===== src/rtl/reaction_timer_mux_if.sv =====
// reaction_timer_mux_if: bundles the game-core control inputs and display/status outputs.
// Signals:
//   ena        design enable; low freezes the core
//   start_i    start/restart button (asynchronous)
//   react_i    reaction button (asynchronous)
//   seg_o      segments {g,f,e,d,c,b,a}, active-high
//   dig_sel_o  one-hot digit enable, bit 0 = least-significant digit
//   state_o    START=0, READY=1, PLAY=2, FINISH=3
//   early_o    false start flag
//   timeout_o  count saturated flag
// Modports: master drives the inputs, slave is the game core.
interface reaction_timer_mux_if #(
   parameter int unsigned NUM_DIGITS = 2
) ();
   logic                  ena;
   logic                  start_i;
   logic                  react_i;
   logic [6:0]            seg_o;
   logic [NUM_DIGITS-1:0] dig_sel_o;
   logic [1:0]            state_o;
   logic                  early_o;
   logic                  timeout_o;

   modport master (
      output ena, start_i, react_i,
      input  seg_o, dig_sel_o, state_o, early_o, timeout_o
   );

   modport slave (
      input  ena, start_i, react_i,
      output seg_o, dig_sel_o, state_o, early_o, timeout_o
   );
endinterface


===== src/rtl/reaction_timer_mux.sv =====
// reaction_timer_mux: reaction-time game core (START -> READY -> PLAY -> FINISH) with a
// BCD reaction counter and a multiplexed NUM_DIGITS seven-segment display driver.
// Ports:
//   clk    system clock
//   rst_n  asynchronous active-low reset
//   bus    reaction_timer_mux_if.slave (ena, start_i, react_i in; seg_o, dig_sel_o,
//          state_o, early_o, timeout_o out)
// Optional feature macro: BEST_SCORE_EN adds a best-time register that is displayed in
// FINISH while the synchronised react_i is held high.
module reaction_timer_mux #(
   parameter int unsigned NUM_DIGITS = 2,
   parameter int unsigned TICK_DIV   = 2_000_000,
   parameter int unsigned SCAN_DIV   = 4,
   parameter int unsigned DELAY_MIN  = 10
) (
   input logic                 clk,
   input logic                 rst_n,
   reaction_timer_mux_if.slave bus
);
   localparam int unsigned CW = NUM_DIGITS * 4;
   localparam int unsigned TW = (TICK_DIV > 1) ? $clog2(TICK_DIV) : 1;
   localparam int unsigned SW = (SCAN_DIV > 1) ? $clog2(SCAN_DIV) : 1;
   localparam int unsigned IW = (NUM_DIGITS > 1) ? $clog2(NUM_DIGITS) : 1;
   localparam int unsigned DW = $clog2(DELAY_MIN + 16);

   localparam logic [TW-1:0] TICK_LAST = TW'(TICK_DIV - 1);
   localparam logic [SW-1:0] SCAN_LAST = SW'(SCAN_DIV - 1);
   localparam logic [IW-1:0] IDX_LAST  = IW'(NUM_DIGITS - 1);
   localparam logic [CW-1:0] NINES     = {NUM_DIGITS{4'h9}};

   localparam logic [1:0] S_START  = 2'd0;
   localparam logic [1:0] S_READY  = 2'd1;
   localparam logic [1:0] S_PLAY   = 2'd2;
   localparam logic [1:0] S_FINISH = 2'd3;

   logic [1:0]            r_start_s, r_react_s;
   logic                  r_start_d, r_react_d;
   logic [7:0]            r_lfsr;
   logic [TW-1:0]         r_tick;
   logic [SW-1:0]         r_scan;
   logic [IW-1:0]         r_idx;
   logic [1:0]            r_state, w_state_nx;
   logic [CW-1:0]         r_count, w_count_nx;
   logic [DW-1:0]         r_delay, w_delay_nx;
   logic                  r_early, w_early_nx;
   logic                  r_timeout, w_timeout_nx;
   logic [6:0]            r_seg, w_seg_nx;
   logic [NUM_DIGITS-1:0] r_dig_sel, w_dig_sel_nx;
   logic                  w_start_edge, w_react_edge, w_tick, w_tick_clr, w_arm;
   logic [CW-1:0]         w_disp_val;
   logic [3:0]            w_digit;
`ifdef BEST_SCORE_EN
   logic [CW-1:0]         r_best, w_best_nx;
`endif

   // BCD increment with ripple carry across digits
   function automatic logic [CW-1:0] bcd_inc(input logic [CW-1:0] v);
      logic [CW-1:0] res;
      logic          carry;
      res   = v;
      carry = 1'b1;
      for (int i = 0; i < int'(NUM_DIGITS); i++) begin
         if (carry) begin
            if (v[i*4 +: 4] == 4'd9) begin
               res[i*4 +: 4] = 4'd0;
            end else begin
               res[i*4 +: 4] = v[i*4 +: 4] + 4'd1;
               carry         = 1'b0;
            end
         end
      end
      return res;
   endfunction

   function automatic logic [6:0] seg_code(input logic [3:0] d);
      logic [6:0] code;
      case (d)
         4'd0:    code = 7'h3F;
         4'd1:    code = 7'h06;
         4'd2:    code = 7'h5B;
         4'd3:    code = 7'h4F;
         4'd4:    code = 7'h66;
         4'd5:    code = 7'h6D;
         4'd6:    code = 7'h7D;
         4'd7:    code = 7'h07;
         4'd8:    code = 7'h7F;
         4'd9:    code = 7'h6F;
         default: code = 7'h00;
      endcase
      return code;
   endfunction

   assign w_start_edge = r_start_s[1] & ~r_start_d;
   assign w_react_edge = r_react_s[1] & ~r_react_d;
   assign w_tick       = (r_tick == TICK_LAST);

   // Input synchronisers, edge history, LFSR and tick divider
   always_ff @(posedge clk or negedge rst_n) begin
      if (!rst_n) begin
         r_start_s <= '0;
         r_react_s <= '0;
         r_start_d <= 1'b0;
         r_react_d <= 1'b0;
         r_lfsr    <= 8'hA5;
         r_tick    <= '0;
      end else if (bus.ena) begin
         r_start_s <= {r_start_s[0], bus.start_i};
         r_react_s <= {r_react_s[0], bus.react_i};
         r_start_d <= r_start_s[1];
         r_react_d <= r_react_s[1];
         r_lfsr    <= {r_lfsr[6:0], r_lfsr[7] ^ r_lfsr[5] ^ r_lfsr[4] ^ r_lfsr[3]};
         if (w_tick_clr || w_tick) r_tick <= '0;
         else                      r_tick <= r_tick + TW'(1);
      end
   end

   // Next-state and datapath updates; w_arm covers the shared START/FINISH restart
   always_comb begin
      w_state_nx   = r_state;
      w_count_nx   = r_count;
      w_delay_nx   = r_delay;
      w_early_nx   = r_early;
      w_timeout_nx = r_timeout;
      w_tick_clr   = 1'b0;
      w_arm        = 1'b0;
`ifdef BEST_SCORE_EN
      w_best_nx    = r_best;
`endif
      case (r_state)
         S_START: begin
            if (w_start_edge) w_arm = 1'b1;
         end
         S_READY: begin
            if (w_react_edge) begin
               w_state_nx = S_FINISH;
               w_early_nx = 1'b1;
               w_count_nx = '0;
            end else if (w_tick) begin
               w_delay_nx = r_delay - DW'(1);
               if (r_delay <= DW'(1)) begin
                  w_state_nx = S_PLAY;
                  w_tick_clr = 1'b1;
               end
            end
         end
         S_PLAY: begin
            if (w_react_edge) begin
               w_state_nx = S_FINISH;
`ifdef BEST_SCORE_EN
               if (r_count < r_best) w_best_nx = r_count;
`endif
            end else if (w_tick) begin
               if (r_count == NINES) begin
                  w_timeout_nx = 1'b1;
                  w_state_nx   = S_FINISH;
               end else begin
                  w_count_nx = bcd_inc(r_count);
               end
            end
         end
         default: begin
            if (w_start_edge) w_arm = 1'b1;
         end
      endcase
      if (w_arm) begin
         w_state_nx   = S_READY;
         w_count_nx   = '0;
         w_early_nx   = 1'b0;
         w_timeout_nx = 1'b0;
         w_delay_nx   = DW'(DELAY_MIN) + DW'(r_lfsr[3:0]);
         w_tick_clr   = 1'b1;
      end
   end

   // FSM and datapath registers
   always_ff @(posedge clk or negedge rst_n) begin
      if (!rst_n) begin
         r_state   <= S_START;
         r_count   <= '0;
         r_delay   <= '0;
         r_early   <= 1'b0;
         r_timeout <= 1'b0;
`ifdef BEST_SCORE_EN
         r_best    <= NINES;
`endif
      end else if (bus.ena) begin
         r_state   <= w_state_nx;
         r_count   <= w_count_nx;
         r_delay   <= w_delay_nx;
         r_early   <= w_early_nx;
         r_timeout <= w_timeout_nx;
`ifdef BEST_SCORE_EN
         r_best    <= w_best_nx;
`endif
      end
   end

   // Segment pattern and digit enable for the current scan index
   always_comb begin
      w_disp_val = r_count;
`ifdef BEST_SCORE_EN
      if (r_state == S_FINISH && r_react_s[1]) w_disp_val = r_best;
`endif
      w_digit      = 4'd0;
      w_dig_sel_nx = '0;
      for (int i = 0; i < int'(NUM_DIGITS); i++) begin
         if (IW'(i) == r_idx) begin
            w_digit         = w_disp_val[i*4 +: 4];
            w_dig_sel_nx[i] = 1'b1;
         end
      end
      w_seg_nx = 7'h00;
      if (r_state == S_PLAY || r_state == S_FINISH) begin
         w_seg_nx = r_early ? 7'h40 : seg_code(w_digit);
      end
   end

   // Scan divider and registered display; seg and digit enable change on the same edge
   always_ff @(posedge clk or negedge rst_n) begin
      if (!rst_n) begin
         r_scan    <= '0;
         r_idx     <= '0;
         r_seg     <= 7'h00;
         r_dig_sel <= NUM_DIGITS'(1);
      end else if (!bus.ena) begin
         r_seg <= 7'h00;
      end else begin
         r_seg     <= w_seg_nx;
         r_dig_sel <= w_dig_sel_nx;
         if (r_scan == SCAN_LAST) begin
            r_scan <= '0;
            r_idx  <= (r_idx == IDX_LAST) ? '0 : r_idx + IW'(1);
         end else begin
            r_scan <= r_scan + SW'(1);
         end
      end
   end

   assign bus.seg_o     = r_seg;
   assign bus.dig_sel_o = r_dig_sel;
   assign bus.state_o   = r_state;
   assign bus.early_o   = r_early;
   assign bus.timeout_o = r_timeout;
endmodule


===== src/flat_wrapper.sv =====
// flat-port wrapper written by rule: the top's interface ports become plain ports
module reaction_timer_mux_flat 
#(
   parameter int unsigned NUM_DIGITS = 2,
   parameter int unsigned TICK_DIV   = 2_000_000,
   parameter int unsigned SCAN_DIV   = 4,
   parameter int unsigned DELAY_MIN  = 10
)
  (clk, rst_n, bus_ena, bus_start_i, bus_react_i, bus_seg_o, bus_dig_sel_o, bus_state_o, bus_early_o, bus_timeout_o);
  reaction_timer_mux_if #(.NUM_DIGITS(NUM_DIGITS)) bus_i ();
  input logic clk;
  input logic rst_n;
  input wire logic [$bits(bus_i.ena)-1:0] bus_ena;
  input wire logic [$bits(bus_i.start_i)-1:0] bus_start_i;
  input wire logic [$bits(bus_i.react_i)-1:0] bus_react_i;
  output wire logic [$bits(bus_i.seg_o)-1:0] bus_seg_o;
  output wire logic [$bits(bus_i.dig_sel_o)-1:0] bus_dig_sel_o;
  output wire logic [$bits(bus_i.state_o)-1:0] bus_state_o;
  output wire logic [$bits(bus_i.early_o)-1:0] bus_early_o;
  output wire logic [$bits(bus_i.timeout_o)-1:0] bus_timeout_o;
  assign bus_i.ena = bus_ena;
  assign bus_i.start_i = bus_start_i;
  assign bus_i.react_i = bus_react_i;
  assign bus_seg_o = bus_i.seg_o;
  assign bus_dig_sel_o = bus_i.dig_sel_o;
  assign bus_state_o = bus_i.state_o;
  assign bus_early_o = bus_i.early_o;
  assign bus_timeout_o = bus_i.timeout_o;
  reaction_timer_mux #(.NUM_DIGITS(NUM_DIGITS), .TICK_DIV(TICK_DIV), .SCAN_DIV(SCAN_DIV), .DELAY_MIN(DELAY_MIN)) u_core (.clk(clk), .rst_n(rst_n), .bus(bus_i));
endmodule

===== config.mk =====
export PLATFORM = sky130hd
export DESIGN_NAME = reaction_timer_mux_flat
export DESIGN_NICKNAME = d
export VERILOG_FILES = /design/src/rtl/reaction_timer_mux_if.sv /design/src/rtl/reaction_timer_mux.sv /design/src/flat_wrapper.sv
export SDC_FILE = /design/constraint.sdc
export NUM_CORES = 1
export LEC_CHECK = 0
export CORE_ASPECT_RATIO = 0.5
export CORE_UTILIZATION = 30
export CTS_CLUSTER_DIAMETER = 50
export CTS_CLUSTER_SIZE = 40
export DETAILED_ROUTE_END_ITERATION = 16
export GPL_ROUTABILITY_DRIVEN = 0
export PLACE_DENSITY = 0.54
export SYNTH_ARGS = -nofsm -noshare
export SYNTH_HDL_FRONTEND = slang
export SYNTH_SLANG_ARGS = --single-unit

===== constraint.sdc =====
create_clock -name clk -period 4.8 [get_ports clk]
set_input_delay 0.48 -clock clk [delete_from_list [all_inputs] [get_ports clk]]
set_output_delay 0.48 -clock clk [all_outputs]
set_load 0.01 [all_outputs]

==> summary.md <==
| Metric | Value |
|---|---|
| Status | `finished, final reports clean` |
| First-pass GRT wire length | `12.2 mm` |
| Routed Wire Length | `about 7.1 mm` |
| Layout cells sized above 1 | `0.126` |
| Mapped Cells | `341` |
| CTS tree | `built` |
| # IOs | `18` |
| Worst vdd ir | `around 0.17 mV` |
| RSZ-0062 raised after global routing | `false` |
| Crit path kind | `flip-flop to flip-flop` |
| Post-synth EDFFs | `0` |
| Vias | `roughly 2,600` |
| DR iter-0 viols | `120` |
| Vias in the first global route | `~2,500` |
| Worst rel slew slack | `0.378` |
| Pleak | `1.76 nW` |
| Largest net degree at the start of global routing | `between 60 and 70` |
| Post-synthesis simple-gate area fraction | `0.171` |
| Clk sink count | `64` |
| # resized after CTS | `0` |
| Die Span Y | `77.6 um` |
| YS warnings | `0` |
| Starting density of the core | `0.310` |
| Main combinational cell family by area after synthesis | `simple AND/OR/NAND/NOR gates` |
| TritonRoute pass-1 iters | `4` |
| Initial antenna violation count | `0` |
| DP Cell Count | `495` |
| Nets@finish | `385` |
| Synthesized area | `3430 sq um` |
| Chip Width | `between 150 and 200 um` |
| Most frequent cells in the layout | `dfrtp_1 (59), nor2_1 (47), inv_1 (19), ha_1 (19)` |
| Final period util | `0.598` |
| # diodes | `0` |
| Mux share of post-synthesis cell area | `0.0736` |
| Core area | `between 10,000 and 15,000 sq um` |
| Final Max Slew Viols | `0` |
| Met2 Use GR | `0.195` |
| Commonest non-fill, non-tap cell in the layout | `dfrtp_1` |
| Crit. Startpoint | `u_core.bus.state_o[0]` |
| Pwr/cell area | `between 600 and 700 nW/um^2` |
| Cell family contributing the most delay on the critical path | `simple AND/OR/NAND/NOR gates` |
| Crit path time final | `2.87 ns` |
| Post-CTS setup buffers | `0` |
| Nature of the critical path endpoint | `flip-flop` |
| CTS root buf | `clkbuf_16` |
| Global routing usage on met3 | `0.0419` |
| GR peak layer | `met2` |
| Remaining antenna violation count after routing | `0` |
| CP arrival | `3.09 ns` |
| Yosys cell types | `45` |
| Number of synthesized register bits | `64` |
| DR DRC count | `0` |
| Total Routing Usage GR | `0.130` |
| Clk slew on worst S/H paths | `0.06 ns` |
| I/O Buffers | `17` |
| CTS buffer count | `9` |
| Peak Freq | `roughly 350 MHz` |
| Via-per-instance ratio | `5.01` |
| Worst Path Buf+Inv | `1` |
| Post-synthesis adder-cell area fraction | `0.0693` |
| # setup viols final | `0` |
| H-Tree Depth | `3` |
| HPWL after DPL | `4.75 mm` |
| GR Overflow Total | `0` |
| Synth Area in XOR/XNOR | `0.0612` |
| Clk Latency, worst-skew pair | `between 0.3 and 0.4 ns` |
| Worst path required time | `between 5 and 6 ns` |
| Synth Area in Compound Gates | `0.123` |
| Met1 Usage GRT | `0.173` |
| Max_cap viols | `0` |
| P&R area growth vs syn | `19.0%` |
| Post-synthesis sequential area ratio | `0.468` |
| CP max FO | `12` |
| Hold crit path type | `primary input to async pin` |
| Die Area | `11,900 sq um` |
| Worst path cell trace | `inv_1 -> ha_1 -> nand3b_1 -> nand2_1 -> o21ai_0 -> or2_0 -> o41ai_1` |
| Syn Nets | `365` |
| Finished Layout Cells | `511` |
| Asr flop ratio synth | `1.00` |
| # hold bufs at CTS | `0` |
| CP peak stage delay | `0.46 ns` |
| Critical-path top delay cell | `dfrtp_1` |
| Skew final | `roughly 0.0071 ns` |
| Final hold vios | `0` |
| Critical Path Source Type | `flip-flop` |
| CTS Buffer Depth | `2` |
| Post-DR wirelength/cell | `14.0 um` |
| Worst reg2reg path startpoint | `u_core.bus.state_o[0]` |
| Slew @ Worst Pin | `0.929 ns` |
| Std cell rows | `27` |
| Fillers | `1,119` |
| TNS Setup | `0 ns` |
| Post-Syn Area per Cell | `10.1 sq um` |
| Primary FF master, synth | `dfrtp_1` |
## synthesized netlist by cell type, types with 3 or more instances
master    instances  area, sq um
dfrtp_1          59         1480
nor2_1           47          176
ha_1             19          238
inv_1            19         71.3
a21oi_1          18         90.1
mux2_2           18          203
o21ai_0          18         90.1
nand2_1          15         56.3
xnor2_1          13          114
nand3_1          11         55.1
xor2_1           11         96.3
nor3_1            9         45.0
clkbuf_1          8         30.0
nand4_1           7         43.8
and3_1            6         37.5
dfstp_2           5          131
mux2i_1           5         50.1
o31ai_1           5         37.5
o41ai_1           5         43.8
a221oi_1          3         26.3
a31oi_1           3         18.8
nand3b_1          3         22.5
o211ai_1          3         22.5
or3_1             3         18.8
## final cells by class
class | count | area (sq um) | area share
clock buffers | 9 | 225 | 0.0551
multi-input cells | 247 | 1710 | 0.418
clock inverters | 7 | 103 | 0.0251
inverters | 19 | 71.3 | 0.0175
flip-flops and latches | 64 | 1610 | 0.394
repair buffers | 20 | 188 | 0.0459
well taps | 145 | 181 | 0.0444
## cells by family (layout without fill, tap and decap cells)
family | after synthesis | count (layout)
and+or+nand+nor | 116 | 116
buffers and inverters | 30 | 55
muxes | 23 | 23
xor gates and xnor gates | 24 | 24
adders and majority gates | 19 | 19
DFF | 64 | 64
AOI/OAI and AO/OA | 65 | 65
## path summary, 6_finish.rpt
check	slack, ns	end	cells after the start
worst max-delay path	1.93	u_core.r_count[7]	7
max in group asynchronous	3.96	u_core.bus.early_o	2
worst max register to register	1.93	u_core.r_count[7]	7
min in group clk	0.51	u_core.bus.dig_sel_o[0]	2
worst min register to register	0.51	u_core.bus.dig_sel_o[0]	2
worst min-delay path	0.32	u_core.r_tick[15]	2
## metal layers
layer | wire [um] | up-vias | share of wire
met2 | 3110 | 37 | 0.44
li1 | - | 1252 | -
met4 | 92 | 0 | 0.013
met1 | 3710 | 1259 | 0.52
met5 | 0 | - | 0
met3 | 213 | 10 | 0.030
## report_power, final
group	internal (W)	switching, W
Combinational	0.000393	0.000454
Sequential	0.000721	0.000177
Clock	0.000460	0.000259
Total	0.00157	0.000890
## flip-flops by register name (all words and copies together) (netlist names), 2 cells and up
register	cells
u_core.r_delay	5
u_core.r_scan	2
u_core.r_tick	21
u_core.r_lfsr	8
u_core.bus.dig_sel_o	2
u_core.r_react_s	2
u_core.r_count	8
u_core.r_start_s	2
u_core.bus.state_o	2
u_core.bus.seg_o	7
## per-stage QoR
| step | hold WS, ns | total power, W | setup slack [ns] | instance area, sq um | util |
|---|---|---|---|---|---|
| 2_1_floorplan | 0.184 | 0.00148 | 2.61 | 3430 | - |
| 3_3_place_gp | 0.486 | 0.00174 | 1.86 | 3760 | 0.339 |
| 3_5_place_dp | 0.495 | 0.00175 | 1.77 | 3760 | 0.339 |
| 4_1_cts | 0.362 | 0.00249 | 1.94 | 4090 | 0.369 |
| 5_1_grt | 0.413 | 0.00265 | 1.67 | 4090 | 0.369 |
| 6_report | 0.324 | 0.00246 | 1.93 | 4090 | 0.369 |
Power figures use the tool's default switching activity.
